===== src/rtl/memory_control.sv =====
// Two-CPU coherent memory controller: arbitrates cache requests, snoops the peer cache and drives RAM.
// Define MEMCTRL_C2C_EN to forward dirty snooped data directly to the requester (else re-read from RAM).
// ramstate encoding: 0 FREE, 1 BUSY, 2 ACCESS, 3 ERROR (only ACCESS completes a transfer).

module memory_control #(
  parameter int CPUS = 2
) (
  input  logic                  CLK,
  input  logic                  RST,
  input  logic [CPUS-1:0]       iREN,
  input  logic [CPUS-1:0]       dREN,
  input  logic [CPUS-1:0]       dWEN,
  input  logic [CPUS-1:0][31:0] iaddr,
  input  logic [CPUS-1:0][31:0] daddr,
  input  logic [CPUS-1:0][31:0] dstore,
  input  logic [CPUS-1:0]       ccwrite,
  input  logic [CPUS-1:0]       cctrans,
  output logic [CPUS-1:0]       iwait,
  output logic [CPUS-1:0]       dwait,
  output logic [CPUS-1:0][31:0] iload,
  output logic [CPUS-1:0][31:0] dload,
  output logic [CPUS-1:0]       ccwait,
  output logic [CPUS-1:0]       ccinv,
  output logic [CPUS-1:0][31:0] ccsnoopaddr,
  input  logic [31:0]           ramload,
  input  logic [1:0]            ramstate,
  output logic [31:0]           ramaddr,
  output logic [31:0]           ramstore,
  output logic                  ramREN,
  output logic                  ramWEN
);

  localparam logic [1:0] RAM_ACCESS = 2'd2;

  typedef enum logic [2:0] {
    IDLE,
    ARB,
    IFETCH,
    WB,
    SNOOP,
    C2C,
    MEMRD
  } state_t;

  state_t state, next;
  logic   last_grant, last_grant_n;
  logic   req, req_n;
  logic   snp, snp_n;
  logic   access;

  // On a tie the CPU that is not named by the last-grant bit wins.
  function automatic logic pick(input logic [1:0] strobes, input logic last);
    if (&strobes) return ~last;
    return strobes[1];
  endfunction

  assign access = (ramstate == RAM_ACCESS);

  // NOTE: registers use non-blocking assignments so every flop samples pre-edge values.
  always_ff @(posedge CLK or posedge RST) begin
    if (RST) begin
      state      <= IDLE;
      last_grant <= 1'b0;
      req        <= 1'b0;
      snp        <= 1'b0;
    end else begin
      state      <= next;
      last_grant <= last_grant_n;
      req        <= req_n;
      snp        <= snp_n;
    end
  end

  always_comb begin
    // NOTE: every signal written below gets a default first, so no path can infer a latch.
    next         = state;
    last_grant_n = last_grant;
    req_n        = req;
    snp_n        = snp;
    ramREN       = 1'b0;
    ramWEN       = 1'b0;
    ramaddr      = '0;
    ramstore     = '0;
    iwait        = '1;
    dwait        = '1;
    iload        = '0;
    dload        = '0;
    ccwait       = '0;
    ccinv        = '0;
    ccsnoopaddr  = '0;

    case (state)
      IDLE: begin
        if ((|iREN) || (|dREN) || (|dWEN)) next = ARB;
      end

      ARB: begin
        if (|dWEN) begin
          req_n = pick(dWEN, last_grant);
          next  = WB;
        end else if (|dREN) begin
          req_n = pick(dREN, last_grant);
          next  = SNOOP;
        end else if (|iREN) begin
          req_n = pick(iREN, last_grant);
          next  = IFETCH;
        end else begin
          next  = IDLE;
        end
        snp_n = ~req_n;
      end

      IFETCH: begin
        ramREN     = 1'b1;
        ramaddr    = iaddr[req];
        iload[req] = ramload;
        if (access) begin
          iwait[req]   = 1'b0;
          last_grant_n = ~last_grant;
          next         = IDLE;
        end
      end

      WB: begin
        ramWEN   = 1'b1;
        ramaddr  = daddr[req];
        ramstore = dstore[req];
        if (access) begin
          dwait[req]   = 1'b0;
          last_grant_n = ~last_grant;
          next         = IDLE;
        end
      end

      // Single-cycle snoop; the peer answers on this edge with ccwrite/cctrans.
      SNOOP: begin
        ccwait[snp]      = 1'b1;
        ccsnoopaddr[snp] = daddr[req];
        ccinv[snp]       = ccwrite[req];
        next             = (ccwrite[snp] && cctrans[snp]) ? C2C : MEMRD;
      end

      // Peer holds the line dirty: write it back before the requester is served.
      C2C: begin
        ccwait[snp] = 1'b1;
        ramWEN      = 1'b1;
        ramaddr     = daddr[snp];
        ramstore    = dstore[snp];
`ifdef MEMCTRL_C2C_EN
        dload[req]  = dstore[snp];
        if (access) begin
          dwait[req]   = 1'b0;
          dwait[snp]   = 1'b0;
          last_grant_n = ~last_grant;
          next         = IDLE;
        end
`else
        if (access) begin
          dwait[snp] = 1'b0;
          next       = MEMRD;
        end
`endif
      end

      MEMRD: begin
        ccwait[snp] = 1'b1;
        ramREN      = 1'b1;
        ramaddr     = daddr[req];
        dload[req]  = ramload;
        if (access) begin
          dwait[req]   = 1'b0;
          last_grant_n = ~last_grant;
          next         = IDLE;
        end
      end

      default: next = IDLE;
    endcase
  end

endmodule


===== config.mk =====
export PLATFORM = sky130hd
export DESIGN_NAME = memory_control
export DESIGN_NICKNAME = d
export VERILOG_FILES = /design/src/rtl/memory_control.sv
export SDC_FILE = /design/constraint.sdc
export NUM_CORES = 1
export LEC_CHECK = 0
export CORE_AREA = 3 3 195 197
export DETAILED_ROUTE_END_ITERATION = 16
export DIE_AREA = 0 0 198 200
export PLACE_DENSITY = 0.44
export REMOVE_ABC_BUFFERS = 1
export SLEW_MARGIN = 20
export SYNTH_ARGS = -nofsm -noshare
export SYNTH_HDL_FRONTEND = slang
export SYNTH_SLANG_ARGS = --single-unit

===== constraint.sdc =====
create_clock -name CLK -period 4.6 [get_ports CLK]
set_input_delay 0.92 -clock CLK [delete_from_list [all_inputs] [get_ports CLK]]
set_output_delay 0.92 -clock CLK [all_outputs]
set_load 0.03 [all_outputs]

==> metrics list <==
- Initial core utilization: 0.0943
- TritonCTS clock tree: built
* Power density over cell area: between 500 and 600 nW/um^2
- The worst path needs roughly 4.0 ns of the cycle, external delays included.
- The internal power of the cells totals about 2000 uW.
* Buffers inserted by post-CTS timing repair: 0
- Data required time at the worst endpoint: 3.68 ns
- For this run, the detailed router's first-pass iteration total came to 5.
- Buf+Inv Stages, Crit Path: 1
* Detailed-placement wirelength estimate: ~24000 um
* Dominant register cell in the synthesized netlist: sky130_fd_sc_hd__dfrtp_1
- Switching share of power: 0.571
- Critical Path Start Type: flop
- The Yosys step of the flow raised 0 warnings.
- Slowest cell on crit path: sky130_fd_sc_hd__o31ai_4
- STA classifies the critical path endpoint as an output port.
* Proportion of power drawn by flip-flops and latches: 0.045
* Die outline area: approximately 40000 sq um
- In the final timing run, aggregate negative setup slack is 0 ns.
- Placed cell count: between 1000 and 1500
- The cell area that synthesis handed to floorplanning was roughly 3400 sq um.
- Die outline width: around 200 um
* Fraction of layout instances using a drive strength above 1: 0.0371
- Critical Path Most Common Cell: sky130_fd_sc_hd__nand2_1
* Total setup violations reported at the end of the flow: 0
- Synthesis instantiated slightly above 40 different standard cells from the library.
- Endpoint arrival time on the critical path: ~3.1 ns
* Cells resized by post-CTS repair: 0
* Quantity of hold-fixing buffers added after cts: 0
* Combined flip-flop and latch cell area: 155 sq um
- In the layout the commonest cells are sky130_fd_sc_hd__clkdlybuf4s50_1, sky130_fd_sc_hd__and2_1, sky130_fd_sc_hd__mux2i_1.
* EDFF count, synth: 0
- Worst relative slew slack: 0.493
- Synthesized flop and latch total: 6
* Sink Count: 6
- Crit-path max FO: 18
* I/O pin count: 504
- The congestion estimate from routability-driven global placement came to 0.788.
- Number of global-route vias before repair: between 5000 and 6000
- Maximum number of buffers from clock root to sink: 2
- In this run the static leakage power is between 0.003 and 0.004 uW.
- The run finished with clean final reports.
- Of the total power, combinational logic draws 0.925.
- At the later pin of the worst-skew pair, clock insertion delay measures approximately 0.22 ns.
- In the global route stage, overall resource usage came out at 0.131.
* Tightest Pin Transition: approximately 0.76 ns
- Clock network fraction of design power: 0.029
- Crit Path Category: flop to output port
- Largest stage delay on the critical path: 0.68 ns
- Register area share after synthesis: 0.0437
- Hold timing on the final database bottoms out at a slack of approximately 0.51 ns.
- The layout has 4045 filler cells.
- Clock-pin slew was measured on the worst setup and hold paths at approximately 0.03 ns.
- The number of clock buffers added by TritonCTS is 3.
- Worst Hold Class: flop to flop
- Worst supply voltage drop on vdd: ~0.00024 V
- Final Net Count: about 1200
* Clk root buf: sky130_fd_sc_hd__clkbuf_16
* Number of levels in the clock H-tree: 1
- Final cycle utilization of the critical path: 0.877
* Routed vias: ~5700
* Mean post-synth cell area: about 6.8 sq um
- Summing all multi-input logic gate instances after layout gives between 3000 and 4000 sq um.
- Wires add up to approximately 29000 um.
* Number of DRC markers after the initial detailed-route iteration: ~190
- The number of hold violations in the final report was 0.
- Clock skew on the completed layout was measured at approximately 0.00038 ns.
- Overall Power: 4660 uW
* Grt total ovfl: 0
* RSZ-0062 raised after global routing: false
* DRC viols: 0
- The critical path goes through nand2_1, o31ai_4, or2_1, nand2_1, clkdlybuf4s50_1.
* Wire length of the first global-routing pass: 39000 um
- Entering global routing, the biggest net connects 65 pins.
- For this run, the top clock speed supported by timing is 0.248 GHz.
* Kind of cell adding the most delay to the critical path: simple AND/OR/NAND/NOR gates
* Residual antenna-violating net count after detailed routing: 0
- Fraction of registers with async set/reset: 1.00
* Core Rows: 70
- Max Cap Viol: 0
- Port buffer count: 503
* Signed area change from the synthesized netlist to the final layout: 164%
- For this design the total switching power over the nets is between 2000 and 3000 uW.
- Post-synthesis cell count: around 510
- The die is 200 um tall.
* Detail-routed net length per standard cell: approximately 20 um
* Vias per cell: a little under 4
* Initial antenna violation count: 3
* Count of pins over their slew limit: 0
* Final Non-Filler Cells: approximately 1400
- Area of the core: 36400 sq um
- Leaving out fill and tap cells, the most frequent cell in the layout is sky130_fd_sc_hd__clkdlybuf4s50_1.
==> routing by layer <==
layer | track usage | part of all wire | wire length, um | vias to the layer above
met5 | 0 | 0.00045 | 13 | -
met4 | 0.0260 | 0.020 | 565 | 2
met3 | 0.0376 | 0.094 | 2720 | 22
met2 | 0.238 | 0.49 | 14300 | 348
met1 | 0.153 | 0.39 | 11400 | 2553
li1 | - | - | - | 2737
==> logic make-up after synthesis <==
logic type / share of synthesized area
multiplexers: 0.259
AO/OA/AOI/OAI: 0.237
XOR/XNOR: 0.00765
AND/OR/NAND/NOR: 0.380
buffers and inverters: 0.0724
flip-flops: 0.0437
==> flip-flops by register name, indices dropped and copies added (netlist names) <==
signal and count:
snp 1, state 3, req 1, last_grant 1
==> worst reg2reg max path, cell delays in order (launching register included) <==
cell,delay (ns)
sky130_fd_sc_hd__dfrtp_4,0.74
sky130_fd_sc_hd__buf_12,0.39
sky130_fd_sc_hd__nand2b_1,0.28
sky130_fd_sc_hd__a2bb2oi_1,0.17
sky130_fd_sc_hd__a211oi_1,0.12
sky130_fd_sc_hd__a21o_1,0.16
==> cells in the mapped netlist, types with 4 or more instances <==
| cell type | n | share of area |
|---|---|---|
| sky130_fd_sc_hd__and2_1 | 98 | 0.18 |
| sky130_fd_sc_hd__nand2_1 | 11 | 0.012 |
| sky130_fd_sc_hd__a221o_1 | 8 | 0.023 |
| sky130_fd_sc_hd__buf_2 | 19 | 0.028 |
| sky130_fd_sc_hd__a21oi_1 | 4 | 0.0058 |
| sky130_fd_sc_hd__o22a_1 | 24 | 0.061 |
| sky130_fd_sc_hd__nor2_1 | 82 | 0.090 |
| sky130_fd_sc_hd__dfrtp_1 | 6 | 0.044 |
| sky130_fd_sc_hd__mux2i_1 | 89 | 0.26 |
| sky130_fd_sc_hd__nand3_1 | 5 | 0.0073 |
| sky130_fd_sc_hd__a22o_1 | 32 | 0.082 |
| sky130_fd_sc_hd__o21ai_0 | 26 | 0.038 |
| sky130_fd_sc_hd__and3_1 | 33 | 0.060 |
| sky130_fd_sc_hd__clkbuf_1 | 33 | 0.036 |
==> per-stage QoR <==
step                      worst slack, ns  area, sq um  utilization
after floorplan                    -0.692         3200            -
after global placement              0.760         8990        0.247
after detailed placement            0.693         8990        0.247
after CTS                           0.473         9060        0.249
after global routing                0.320         9070        0.249
final                               0.564         9070        0.249
==> worst paths after layout <==
| path | slack (ns) | to | start | depth (start not counted) |
|---|---|---|---|---|
| max in group asynchronous | 3.44 | req | RST | 2 |
| worst max register to register | 2.63 | snp | req | 5 |
| worst min-delay path | 0.51 | last_grant | last_grant | 1 |
| min in group asynchronous | 0.93 | state[2] | RST | 2 |
| worst max-delay path | 0.56 | dwait[0] | state[2] | 5 |
| worst min register to register | 0.51 | last_grant | last_grant | 1 |
==> power by group through the flow <==
| stage | registers, uW | clock network [uW] | logic [uW] |
|---|---|---|---|
| global route | 226 | 142 | 4540 |
| global placement | 210 | 0 | 4390 |
| finish | 211 | 137 | 4310 |
| floorplan | 273 | 0 | 2310 |
| CTS | 215 | 139 | 4380 |
| detailed placement | 215 | 0 | 4360 |
==> area by class of cell <==
cell class	instances	share of cell area
Timing Repair Buffer	517	0.570
Multi-Input combinational cell	443	0.339
Tap cell	468	0.0646
Sequential cell	6	0.0171
Clock buffer	3	0.00828
Inverter	2	0.000828
Antenna cell	1	0.000276
No activity file was read; power rests on OpenSTA's default activity.
